$ cat src/rtl/i2c_tx_feeder_pkg.sv
// Shared serial-controller definitions: feeder state encoding and FIFO entry layout.
package i2c_tx_feeder_pkg;

    typedef enum logic [1:0] {
        ST_IDLE      = 2'b00,
        ST_ARMED     = 2'b01,
        ST_SENDING   = 2'b10,
        ST_WAIT_DONE = 2'b11
    } feeder_state_t;

    localparam int I2C_ENTRY_W  = 9;
    localparam int I2C_LAST_BIT = 8;

endpackage

$ cat src/rtl/i2c_byte_fifo.sv
// Synchronous show-ahead FIFO; the head entry is visible combinationally on rd_entry.
module i2c_byte_fifo #(
    parameter int DEPTH  = 16,
    parameter int ADDR_W = 4,
    parameter int WIDTH  = 9
) (
    input  logic              clk,
    input  logic              rst,
    input  logic              push,
    input  logic [WIDTH-1:0]  wr_entry,
    input  logic              pop,
    output logic [WIDTH-1:0]  rd_entry,
    output logic [ADDR_W:0]   count,
    output logic              full,
    output logic              empty
);

    logic [WIDTH-1:0]  mem [DEPTH];
    logic [ADDR_W-1:0] wr_ptr;
    logic [ADDR_W-1:0] rd_ptr;
    logic              push_ok;
    logic              pop_ok;

    assign full     = (count == (ADDR_W + 1)'(DEPTH));
    assign empty    = (count == '0);
    assign rd_entry = mem[rd_ptr];

    // A push while full is still taken when the head leaves on the same edge.
    assign push_ok = push && (!full || pop);
    assign pop_ok  = pop && !empty;

    always_ff @(posedge clk) begin
        if (push_ok) begin
            mem[wr_ptr] <= wr_entry;
        end
    end

    always_ff @(posedge clk or posedge rst) begin
        if (rst) begin
            wr_ptr <= '0;
            rd_ptr <= '0;
            count  <= '0;
        end else begin
            if (push_ok) wr_ptr <= wr_ptr + 1'b1;
            if (pop_ok)  rd_ptr <= rd_ptr + 1'b1;
            case ({push_ok, pop_ok})
                2'b10:   count <= count + 1'b1;
                2'b01:   count <= count - 1'b1;
                default: count <= count;
            endcase
        end
    end

endmodule

$ cat src/rtl/i2c_tx_feeder.sv
// Byte-framing buffer ahead of the I2C byte transmitter; releases a transaction
// only once every byte of it is buffered.
module i2c_tx_feeder
    import i2c_tx_feeder_pkg::*;
#(
    parameter int DEPTH  = 16,
    parameter int ADDR_W = 4
) (
    input  logic       clk,
    input  logic       rst,
    input  logic [7:0] wr_data,
    input  logic       wr_last,
    input  logic       wr_en,
    output logic       full,
    output logic [7:0] data,
    output logic       data_ready,
    output logic       en,
    input  logic       data_req,
    input  logic       done,
    output logic       busy,
    output logic       overflow,
    output logic       proto_err
);

    // Handshake: data is valid while data_ready=1; a data_req pulse consumes the
    // head byte on the edge ending that cycle. done closes the transaction.

    feeder_state_t          state;
    feeder_state_t          state_next;
    logic [I2C_ENTRY_W-1:0] head;
    logic [ADDR_W:0]        fifo_count;
    logic [ADDR_W:0]        txn_count;
    logic                   fifo_empty;
    logic                   head_last;
    logic                   sending;
    logic                   pop;
    logic                   push_ok;
    logic                   ready_next;
    logic                   en_next;
    logic                   busy_next;

    assign data      = head[7:0];
    assign head_last = head[I2C_LAST_BIT];
    assign sending   = (state == ST_ARMED) || (state == ST_SENDING);
    assign pop       = data_req && sending && !fifo_empty;
    assign push_ok   = wr_en && (!full || pop);

    i2c_byte_fifo #(
        .DEPTH  (DEPTH),
        .ADDR_W (ADDR_W),
        .WIDTH  (I2C_ENTRY_W)
    ) u_fifo (
        .clk      (clk),
        .rst      (rst),
        .push     (wr_en),
        .wr_entry ({wr_last, wr_data}),
        .pop      (pop),
        .rd_entry (head),
        .count    (fifo_count),
        .full     (full),
        .empty    (fifo_empty)
    );

    // Registered outputs are loaded from the next-state decode so they track state.
    always_ff @(posedge clk or posedge rst) begin
        if (rst) begin
            state      <= ST_IDLE;
            data_ready <= 1'b0;
            en         <= 1'b0;
            busy       <= 1'b0;
        end else begin
            state      <= state_next;
            data_ready <= ready_next;
            en         <= en_next;
            busy       <= busy_next;
        end
    end

    always_comb begin
        state_next = state;
        case (state)
            ST_IDLE:      if (txn_count != '0) state_next = ST_ARMED;
            ST_ARMED:     if (pop) state_next = head_last ? ST_WAIT_DONE : ST_SENDING;
            ST_SENDING:   if (pop && head_last) state_next = ST_WAIT_DONE;
            ST_WAIT_DONE: if (done) state_next = ST_IDLE;
            default:      state_next = ST_IDLE;
        endcase
    end

    always_comb begin
        ready_next = (state_next == ST_ARMED) || (state_next == ST_SENDING);
        en_next    = ready_next;
        busy_next  = (state_next != ST_IDLE);
    end

    always_ff @(posedge clk or posedge rst) begin
        if (rst) begin
            txn_count <= '0;
            overflow  <= 1'b0;
            proto_err <= 1'b0;
        end else begin
            case ({push_ok && wr_last, pop && head_last})
                2'b10:   txn_count <= txn_count + 1'b1;
                2'b01:   txn_count <= txn_count - 1'b1;
                default: txn_count <= txn_count;
            endcase
            if (wr_en && !push_ok) overflow <= 1'b1;
            if ((data_req && (!sending || fifo_count == '0)) ||
                (done && state != ST_WAIT_DONE)) begin
                proto_err <= 1'b1;
            end
        end
    end

endmodule

$ cat config.mk
export PLATFORM = sky130hd
export DESIGN_NAME = i2c_tx_feeder
export DESIGN_NICKNAME = d
export VERILOG_FILES = /design/src/rtl/i2c_tx_feeder_pkg.sv /design/src/rtl/i2c_byte_fifo.sv /design/src/rtl/i2c_tx_feeder.sv
export SDC_FILE = /design/constraint.sdc
export NUM_CORES = 1
export LEC_CHECK = 0
export CORE_ASPECT_RATIO = 1.1
export CORE_MARGIN = 4
export CORE_UTILIZATION = 30
export DETAILED_ROUTE_END_ITERATION = 16
export HOLD_SLACK_MARGIN = 0.1
export SKIP_LAST_GASP = 1
export SYNTH_ARGS = -nofsm -noshare
export SYNTH_HDL_FRONTEND = slang
export SYNTH_SLANG_ARGS = --single-unit
$ cat constraint.sdc
create_clock -name clk -period 3 [get_ports clk]
set_input_delay 0.6 -clock clk [delete_from_list [all_inputs] [get_ports clk]]
set_output_delay 0.6 -clock clk [all_outputs]
set_load 0.02 [all_outputs]
==> results.py <==
metrics = {
    "run_status": {
        "status": "complete, no violations",
    },
    "logic_synthesis": {
        "netlist_top_cells_count": "144 x edfxtp_1, 34 x mux4_2, 24 x dfrtp_1",
        "ys_warn_count": 0,
        "yosysMostFrequentCell": "edfxtp_1",
        "synth_top_area_share_pct": 61.68,
        "avgSynthCellArea_um2": 19.00,
        "synth_edf_count": 144,
        "synth_area_leaders": "edfxtp_1 62%, mux4_2 11%, dfrtp_1 8.6%, ha_1 3.2%, mux4_1 3.0%",
        "yosys_most_used_dff": "edfxtp_1",
        "synth_top_area_cell": "edfxtp_1",
        "postSynthCellCount": 369,
        "syn_area_um2": 7010,
        "syn-num-nets": 403,
        "async_flop_share_pct": 14.29,
        "synth_cell_types": 41,
        "ys_ff_latch": 168,
        "seq_area_frac_synth_pct": 70.25,
    },
    "routing": {
        "vias": 3555,
        "ant_nets": 0,
        "drc": 0,
        "drtIter0Drc": 282,
        "wl_per_cell_um": 18.35,
        "first_pass_iters": 4,
        "avgViaCountPerCell": 4.653,
        "drt_wl_total_um": 14020,
    },
    "floorplanning": {
        "die-area_um2": 25880,
        "rows": 58,
        "num_io_pins": 28,
        "core_um2": 22930,
        "initial_core_util_pct": 30.57,
        "die_w_um": 153.8,
        "dieHeight_um": 168.3,
    },
    "worst_setup_path": {
        "path_class": "reg -> out",
        "r2r.worst_path.cells": 13,
        "critPathCaptureType": "output port",
        "critPathLaunchType": "register",
        "crit_required_ns": 2.40,
        "critical_path.max_fanout": 7,
        "cp.arrival_ns": 2.34,
    },
    "final_layout": {
        "antenna-diode-count": 0,
        "area_growth_pct": 22.59,
        "num-nets-final": 485,
        "drive_above_1_share_pct": 29.74,
        "fin_area_um2": 8594,
        "n_fill_cell": 2133,
    },
    "timing": {
        "fin_crit_sh_pct": 97.87,
        "finalMaxSlewViolations": 0,
        "fmax_ghz": 0.3406,
        "tightest_slew_ns": 0.9696,
        "max_slew_margin_pct": 35.29,
        "hold_viol": 0,
        "setup_ws_ns": 0.06392,
        "fin_skew_ns": 0.007183,
        "period_needed_ns": 2.936,
        "tns_ns": 0,
        "grt_setup_unrepaired": "yes",
        "setup_viol": 0,
    },
    "place": {
        "placed_area_um2": 7921,
        "gp_congestion": 0.7875,
        "dpl.hpwl_um": 9336,
        "pre_cts_ws_ns": -0.1919,
        "port-buffer-count": 27,
    },
    "global_routing": {
        "globalRouteOverflowTotal": 0,
        "grt_max_degree": 25,
        "grt_pass1_wl_um": 22270,
        "antenna_found_initial": 0,
        "first_global_vias": 3842,
        "grt_usage_pct": 11.41,
    },
    "min_path": {
        "hold_path.class": "reg -> reg",
        "hold_path_depth": 1,
    },
    "clock_network": {
        "cts_root_buffer": "clkbuf_16",
        "tritoncts": "done",
        "cts_buffers": 17,
        "clock_sinks": 168,
        "cts_hold_buf": 0,
        "clk_pin_slew_ns": 0.06,
        "worstSkewPairLatency_ns": 0.42,
        "cts_max_level": 4,
        "clockBufferDepth": 2,
    },
    "job": {
        "drv_cap": 0,
    },
    "power": {
        "ir_drop_v": 0.0003784,
        "powerDensity_nw_per_um2": 980.0,
        "p_leak_nw": 3.056,
    },
}
metal layers:
layer | vias up | track usage [%] | wire [um] | part of all wire, %
li1 | 1620 | - | - | -
met1 | 1832 | 14.44 | 5825 | 42
met2 | 88 | 19.18 | 7333 | 52
met3 | 15 | 2.802 | 697 | 5.0
met4 | 0 | 4.071 | 165 | 1.2
met5 | - | 0 | 0 | 0
flip-flops by register name, indices dropped and copies added, names as in the netlist:
signal         cells
busy               1
en                 1
overflow           1
proto_err          1
state              2
txn_count          5
u_fifo.count       5
u_fifo.mem       144
u_fifo.rd_ptr      4
u_fifo.wr_ptr      4
what timing repair did:
action,4_1_cts,5_1_grt
setup endpoints to repair,9,9
hold endpoints to repair,0,0
pin swaps,2,2
cloned,1,0
buffers inserted,2,2
gates resized for setup,40,6
path summary, 6_finish.rpt:
kind                                               from                            to  slack, ns
setup / recovery           u_fifo.rd_ptr[0]$_DFFE_PP0P_                       data[6]       0.06
hold / removal                 txn_count[4]$_DFFE_PP0P_      txn_count[4]$_DFFE_PP0P_       0.48
setup reg to reg           u_fifo.rd_ptr[0]$_DFFE_PP0P_      txn_count[4]$_DFFE_PP0P_       0.07
hold reg to reg                txn_count[4]$_DFFE_PP0P_      txn_count[4]$_DFFE_PP0P_       0.48
max in group asynchronous                           rst  u_fifo.rd_ptr[0]$_DFFE_PP0P_       1.64
min in group asynchronous                           rst  u_fifo.wr_ptr[3]$_DFFE_PP0P_       0.70
area by class of cell:
cell class	count	area, um^2	share of cell area, %
tap	300	375.4	4.367
sequential	168	4926	57.32
clock inverter	14	161.4	1.878
clock buffer	18	429.2	4.993
inverter	18	67.56	0.7861
timing repair buffer	78	730.7	8.502
multi-input combinational	168	1904	22.16
power by group:
group	leakage [nW]	internal [mW]	switching, mW
Sequential	1.58	2.91	0.237
Clock	0.290	1.25	0.920
Combinational	1.18	1.61	1.50
Total	3.06	5.76	2.66
critical path: stages, from the launching register on:
cell           delay (ns)
dfrtp_2              0.44
buf_12               0.16
mux4_2               0.51
mux4_2               0.47
dlygate4sd2_1        0.33
metrics by stage:
| stage | hold WS, ns | utilization (%) | instances | total power, mW |
|---|---|---|---|---|
| 4_1_cts | 0.4772 | 37.32 | 762 | 8.459 |
| 2_1_floorplan | 0.4333 | - | 369 | 5.186 |
| 6_report | 0.4767 | 37.48 | 764 | 8.423 |
| 5_1_grt | 0.5215 | 37.48 | 764 | 8.921 |
| 3_3_place_gp | 0.4564 | 34.54 | 727 | 6.138 |
| 3_5_place_dp | 0.4579 | 34.54 | 727 | 6.230 |
logic make-up after synthesis:
| family | after synthesis | share of synthesized area, % |
|---|---|---|
| and+or+nand+nor | 59 | 4.052 |
| adders and majority gates | 20 | 3.784 |
| DFF | 168 | 70.25 |
| buffers and inverters | 33 | 2.659 |
| xor gates and xnor gates | 15 | 1.874 |
| muxes | 48 | 14.81 |
| AOI/OAI and AO/OA | 26 | 2.570 |
placed cells by master, fill, tap and decap left out, types with 3 or more instances in the layout:
cell,instances
a21o_1,3
a21oi_1,4
buf_12,7
buf_2,5
buf_4,43
clkbuf_16,17
clkdlybuf4s50_1,19
dfrtp_1,23
edfxtp_1,144
ha_1,17
inv_1,17
inv_6,6
mux2i_1,4
mux4_1,5
mux4_2,37
nand2_1,21
nor2_1,18
nor2b_1,3
nor3_1,4
o21ai_0,6
xnor2_1,9
xor2_1,6
Note: power is estimated with default switching activity, not from simulation.
